--- config.mk ---
export PLATFORM = sky130hd
export DESIGN_NAME = key_event_arbiter
export DESIGN_NICKNAME = d
export VERILOG_FILES = /design/src/rtl/key_evt_pkg.sv /design/src/rtl/key_debounce_lane.sv /design/src/rtl/key_event_arbiter.sv
export SDC_FILE = /design/constraint.sdc
export NUM_CORES = 1
export LEC_CHECK = 0
export BUFFER_PORTS_ARGS = -buffer_cell sky130_fd_sc_hd__buf_2
export CAP_MARGIN = 40
export CORE_ASPECT_RATIO = 0.6
export CORE_MARGIN = 5
export CORE_UTILIZATION = 25
export CTS_BUF_LIST = sky130_fd_sc_hd__clkbuf_8
export DETAILED_ROUTE_END_ITERATION = 12
export PLACE_DENSITY_LB_ADDON = 0.25
export SLEW_MARGIN = 0
export SYNTH_ARGS = -nofsm -noshare
export SYNTH_HDL_FRONTEND = slang
export SYNTH_SLANG_ARGS = --single-unit
--- constraint.sdc ---
create_clock -name clk -period 5.9 [get_ports clk]
set_input_delay 0.59 -clock clk [delete_from_list [all_inputs] [get_ports clk]]
set_output_delay 0.59 -clock clk [all_outputs]
set_load 0.02 [all_outputs]
--- src/rtl/key_evt_pkg.sv ---
// rtl/key_evt_pkg.sv - shared constants and helpers for the key event arbiter
package key_evt_pkg;

    localparam logic EVT_RELEASE = 1'b0;
    localparam logic EVT_PRESS   = 1'b1;

    localparam int DEFAULT_TICK_DIV = 65536;

    // Width of a key index; never below 1 bit so a 2-key build still has a port.
    function automatic int key_idx_w(input int n_keys);
        return (n_keys <= 2) ? 1 : $clog2(n_keys);
    endfunction

endpackage

--- src/rtl/key_debounce_lane.sv ---
// rtl/key_debounce_lane.sv - one key lane: synchronizer, tick sampler, debounced level, edges
//
// Ports:
//   clk, rst  : system clock, asynchronous active-high reset
//   inp       : raw asynchronous key level (1 = pressed)
//   tick      : shared sample strobe from the divider
//   level     : debounced key level (registered)
//   rise/fall : combinational, high in the tick cycle whose update changes level
module key_debounce_lane (
    input  logic clk,
    input  logic rst,
    input  logic inp,
    input  logic tick,
    output logic level,
    output logic rise,
    output logic fall
);

    logic r_sync1;
    logic r_sync2;
    logic r_samp;
    logic r_level;
    logic w_agree;

    // Two consecutive ticks must see the same synchronized value.
    assign w_agree = tick && (r_sync2 == r_samp);
    assign rise    = w_agree &&  r_sync2 && !r_level;
    assign fall    = w_agree && !r_sync2 &&  r_level;
    assign level   = r_level;

    always_ff @(posedge clk or posedge rst) begin
        if (rst) begin
            r_sync1 <= 1'b0;
            r_sync2 <= 1'b0;
            r_samp  <= 1'b0;
            r_level <= 1'b0;
        end else begin
            r_sync1 <= inp;
            r_sync2 <= r_sync1;
            if (tick) begin
                r_samp <= r_sync2;
                if (w_agree) begin
                    r_level <= r_sync2;
                end
            end
        end
    end

endmodule

--- src/rtl/key_event_arbiter.sv ---
// rtl/key_event_arbiter.sv - multi-key debounce with per-key event queueing and round-robin event port
//
// Ports:
//   clk, rst   : system clock, asynchronous active-high reset
//   inp        : raw key levels, one bit per key
//   key_level  : debounced key levels
//   key_press  : one-cycle pulse on each debounced rising edge
//   evt_valid/evt_ready : event port handshake
//   evt_key    : index of the key owning the presented event
//   evt_press  : 1 = press event, 0 = release event
//   evt_ovf    : sticky, set when a new edge merged into an already pending event
module key_event_arbiter
    import key_evt_pkg::*;
#(
    parameter  int N_KEYS   = 4,
    parameter  int TICK_DIV = DEFAULT_TICK_DIV,
    localparam int KW       = key_idx_w(N_KEYS),
    localparam int CW       = (TICK_DIV <= 2) ? 1 : $clog2(TICK_DIV)
) (
    input  logic              clk,
    input  logic              rst,
    input  logic [N_KEYS-1:0] inp,
    output logic [N_KEYS-1:0] key_level,
    output logic [N_KEYS-1:0] key_press,
    output logic              evt_valid,
    input  logic              evt_ready,
    output logic [KW-1:0]     evt_key,
    output logic              evt_press,
    output logic              evt_ovf
);

    logic [CW-1:0]     r_cnt;
    logic              w_tick;
    logic [N_KEYS-1:0] w_rise;
    logic [N_KEYS-1:0] w_fall;

    logic [N_KEYS-1:0] r_pend_press;
    logic [N_KEYS-1:0] r_pend_rel;
    logic [N_KEYS-1:0] r_key_press;
    logic [KW-1:0]     r_ptr;        // first key examined by the next search
    logic              r_evt_valid;
    logic [KW-1:0]     r_evt_key;
    logic              r_evt_press;
    logic              r_ovf;

    logic [N_KEYS-1:0] w_req;
    logic              w_found;
    logic [KW-1:0]     w_sel;
    logic              w_sel_press;
    logic              w_load;
    logic [N_KEYS-1:0] w_sel_onehot;
    logic [N_KEYS-1:0] w_clr_press;
    logic [N_KEYS-1:0] w_clr_rel;

    assign w_tick = (r_cnt == CW'(TICK_DIV - 1));

    always_ff @(posedge clk or posedge rst) begin
        if (rst) begin
            r_cnt <= '0;
        end else if (w_tick) begin
            r_cnt <= '0;
        end else begin
            r_cnt <= r_cnt + 1'b1;
        end
    end

    for (genvar g = 0; g < N_KEYS; g++) begin : g_lane
        key_debounce_lane u_lane (
            .clk   (clk),
            .rst   (rst),
            .inp   (inp[g]),
            .tick  (w_tick),
            .level (key_level[g]),
            .rise  (w_rise[g]),
            .fall  (w_fall[g])
        );
    end

    assign w_req = r_pend_press | r_pend_rel;

    // Round-robin search starting at r_ptr, wrapping mod N_KEYS.
    always_comb begin
        w_found = 1'b0;
        w_sel   = '0;
        for (int k = 0; k < N_KEYS; k++) begin
            if (!w_found && w_req[(int'(r_ptr) + k) % N_KEYS]) begin
                w_found = 1'b1;
                w_sel   = KW'((int'(r_ptr) + k) % N_KEYS);
            end
        end
    end

    assign w_sel_press  = r_pend_press[w_sel];
    assign w_load       = w_found && (!r_evt_valid || evt_ready);
    assign w_sel_onehot = N_KEYS'(1) << w_sel;
    assign w_clr_press  = (w_load &&  w_sel_press) ? w_sel_onehot : '0;
    assign w_clr_rel    = (w_load && !w_sel_press) ? w_sel_onehot : '0;

    always_ff @(posedge clk or posedge rst) begin
        if (rst) begin
            r_pend_press <= '0;
            r_pend_rel   <= '0;
            r_key_press  <= '0;
            r_ptr        <= '0;
            r_evt_valid  <= 1'b0;
            r_evt_key    <= '0;
            r_evt_press  <= 1'b0;
            r_ovf        <= 1'b0;
        end else begin
            // A new edge wins over a grant clearing the same bit in this cycle.
            r_pend_press <= (r_pend_press & ~w_clr_press) | w_rise;
            r_pend_rel   <= (r_pend_rel & ~w_clr_rel) | w_fall;
            r_key_press  <= w_rise;

            if ((|(w_rise & r_pend_press & ~w_clr_press)) ||
                (|(w_fall & r_pend_rel & ~w_clr_rel))) begin
                r_ovf <= 1'b1;
            end

            if (w_load) begin
                r_evt_valid <= 1'b1;
                r_evt_key   <= w_sel;
                r_evt_press <= w_sel_press ? EVT_PRESS : EVT_RELEASE;
                r_ptr       <= (w_sel == KW'(N_KEYS - 1)) ? '0 : w_sel + 1'b1;
            end else if (evt_ready) begin
                r_evt_valid <= 1'b0;
            end
        end
    end

    assign key_press = r_key_press;
    assign evt_valid = r_evt_valid;
    assign evt_key   = r_evt_key;
    assign evt_press = r_evt_press;
    assign evt_ovf   = r_ovf;

endmodule
==> results.py <==
metrics = {
    "yosys": {
        "ys_top_cells_by_count": "51 x dfrtp_1, 21 x nor2_1, 18 x o21ai_0, 17 x nand2_1, 13 x inv_1",
        "synth_top_cell_area_share_pct": 49.8,
        "yosys_warnings": 0,
        "syn-cell-area_sq_mm": 0.00256,
        "synth_edf_count": 0,
        "synth_nets": 254,
        "synthTopCellsByArea": "dfrtp_1 50%, o21ai_0 3.5%, nor2_1 3.1%, nand2_1 2.5%, ha_1 2.4%",
        "synth_top_cell_by_area": "dfrtp_1",
        "synth-main-ff-cell": "dfrtp_1",
        "synth.distinct_cells": 60,
        "ys_ff_latch": 51,
        "syn_inst": 242,
        "synth-async-reset-ratio_pct": 100,
        "yosysSeqAreaShare_pct": 49.8,
        "yosysMostFrequentCell": "dfrtp_1",
        "syn_avg_cell_area_sq_um": 10.6,
    },
    "worst_setup_path": {
        "critical_path_required_ps": 6070,
        "critical_path.max_fanout": 7,
        "crit_start": "r_pend_press[1]",
        "cp-end-kind": "flop",
        "path_class": "reg2reg",
        "critPathLaunchType": "flop",
        "r2r_start": "r_pend_press[1]",
        "arrival_ps": 2810,
    },
    "clock_network": {
        "cts.htree.levels": 2,
        "cts_buffers": 5,
        "clk_pin_slew_ps": 90,
        "cts_max_path_buffers": 2,
        "cts_root_buffer": "clkbuf_8",
        "cts_sinks": 51,
        "clock_latency_ps": 310,
        "tritoncts": "yes",
        "postCtsSetupRepairBufs": 0,
        "cts-resized-gates": 0,
        "cts.hold.buffers_added": 0,
    },
    "layout": {
        "drive_gt1_share_pct": 20.2,
        "fin_nets": 275,
        "antenna_cells": 0,
        "area_growth_pct": 13.4,
    },
    "floorplanning": {
        "die_w_um": 141,
        "pin_count": 20,
        "core.rowCount": 28,
        "core-area_sq_mm": 0.00995,
        "fp.dieH_um": 88.4,
        "die-area_sq_mm": 0.0124,
        "start_util_pct": 25.8,
    },
    "route": {
        "drtIter0Drc": 147,
        "ant_nets": 0,
        "wl_per_cell_um": 14.3,
        "wirelength_um": 5700,
        "via_per_inst": 4.65,
        "vias": 1850,
        "drc": 0,
        "first_pass_iters": 4,
    },
    "timing": {
        "timing.setup.tns_ps": 0,
        "fin_skew_ps": 9.69,
        "finalHoldViolCount": 0,
        "relSlewSlack_pct": 55.9,
        "setup_violations": 0,
        "period_share_pct": 44.8,
        "fin_crit_ps": 2650,
        "rsz0062_at_grt": "no",
        "timing.final.max_slew_violations": 0,
        "max_freq_ghz": 0.378,
        "tightest_slew_ps": 662,
    },
    "global_route": {
        "grt_pass1_vias": 1715,
        "grt_pass1_wl_um": 9560,
        "grt_usage_pct": 9.86,
        "grt-ovfl-total": 0,
        "grt_max_degree": 52,
        "antenna_found_initial": 0,
    },
    "worst_hold_path": {
        "hp-class": "reg2reg",
        "min_from": "g_lane[3].u_lane.r_sync1",
    },
    "place": {
        "port_buffers": 19,
        "place_congestion": 0.844,
        "hpwl_um": 4170,
    },
    "job": {
        "cap_viol_max_count": 0,
    },
    "power_and_ir_drop": {
        "max-vdd-ir-drop_uv": 106,
        "power.density_mw_per_mm2": 361,
        "finalPower_uw": 1050,
        "p_leak_uw": 0.00127,
    },
    "outcome": {
        "status": "completed",
    },
}
==> cell families (layout without fill, tap and decap cells) <==
logic type	after synthesis	in the layout	synth area share, %
mux	3	3	1.42
flops	51	51	49.8
buf+inv	22	43	3.86
compound gates	56	56	17.0
xor+xnor	12	12	4.10
fa+ha+maj	5	5	2.44
simple gates	93	93	21.4
==> per-stage QoR <==
stage / setup WS [ps] / util, % / area [sq um] / hold WS, ps / instances
floorplan: 3690 / - / 2560 / 331 / 242
global placement: 3310 / 28.1 / 2800 / 337 / 390
detailed placement: 3330 / 28.1 / 2800 / 335 / 390
CTS: 3270 / 29.1 / 2900 / 357 / 397
global route: 3130 / 29.2 / 2910 / 358 / 398
finish: 3250 / 29.2 / 2910 / 354 / 398
==> flip-flops by register name, summed over array words and instances, names as in the netlist <==
signal,cells
r_ptr,2
key_press,4
evt_valid,1
evt_ovf,1
r_pend_press,4
r_cnt,16
r_pend_rel,4
evt_press,1
evt_key,2
g_lane.u_lane.r_sync1,4
g_lane.u_lane.r_sync2,4
g_lane.u_lane.r_samp,4
g_lane.u_lane.level,4
==> worst max-delay path, stage by stage, from the launching register on <==
cell	delay (ps)
dfrtp_1	440
or2_1	300
o311a_4	400
nor2_8	180
mux2i_2	540
a21oi_1	170
o31ai_2	360
nand4_1	120
==> layer usage <==
layer,share of wire (%),global-route usage (%),vias to the layer above
met1,59,16.9,887
met5,0,0,-
li1,-,-,899
met3,6.6,2.92,4
met2,33,11.3,60
met4,0.54,1.85,0
==> power breakdown <==
| part | switching, uW | total, uW | internal (uW) |
|---|---|---|---|
| Sequential | 40.2 | 427 | 387 |
| Clock | 116 | 239 | 123 |
| Combinational | 240 | 384 | 144 |
==> worst paths after layout <==
path	to	slack (ps)	depth (start not counted)
max	evt_ovf	3250	7
min	g_lane[3].u_lane.r_sync2	350	0
max reg2reg	evt_ovf	3250	7
min reg2reg	g_lane[3].u_lane.r_sync2	350	0
max in group asynchronous	g_lane[2].u_lane.r_sync2	5000	3
min in group asynchronous	g_lane[1].u_lane.r_sync1	430	3
==> cell usage in the layout, fill, tap and decap left out, types with 2 or more instances in the layout <==
cell type	count
nor2b_1	2
inv_2	2
dfrtp_1	51
buf_2	19
nor2_1	21
buf_4	3
clkbuf_8	5
nand2_1	17
a31oi_1	4
and3_1	3
xnor2_1	7
a21oi_1	8
a21o_1	3
inv_1	13
or3_1	2
and4_1	2
and2_1	2
o31ai_1	2
o21ai_0	18
xor2_1	5
nor4b_2	2
mux2_2	2
nor3_1	6
ha_1	5
nand3_1	10
nand4_1	7
nand2b_1	2
or2_1	7
==> cell type report <==
type | count | area, sq um
clock inverter | 2 | 33.8
multi-input combinational | 169 | 1190
inverter | 14 | 52.6
timing repair buffer | 22 | 118
tap | 135 | 169
clock buffer | 5 | 68.8
fill | 1049 | 7040
sequential | 51 | 1280
No activity file was read; power rests on OpenSTA's default activity.
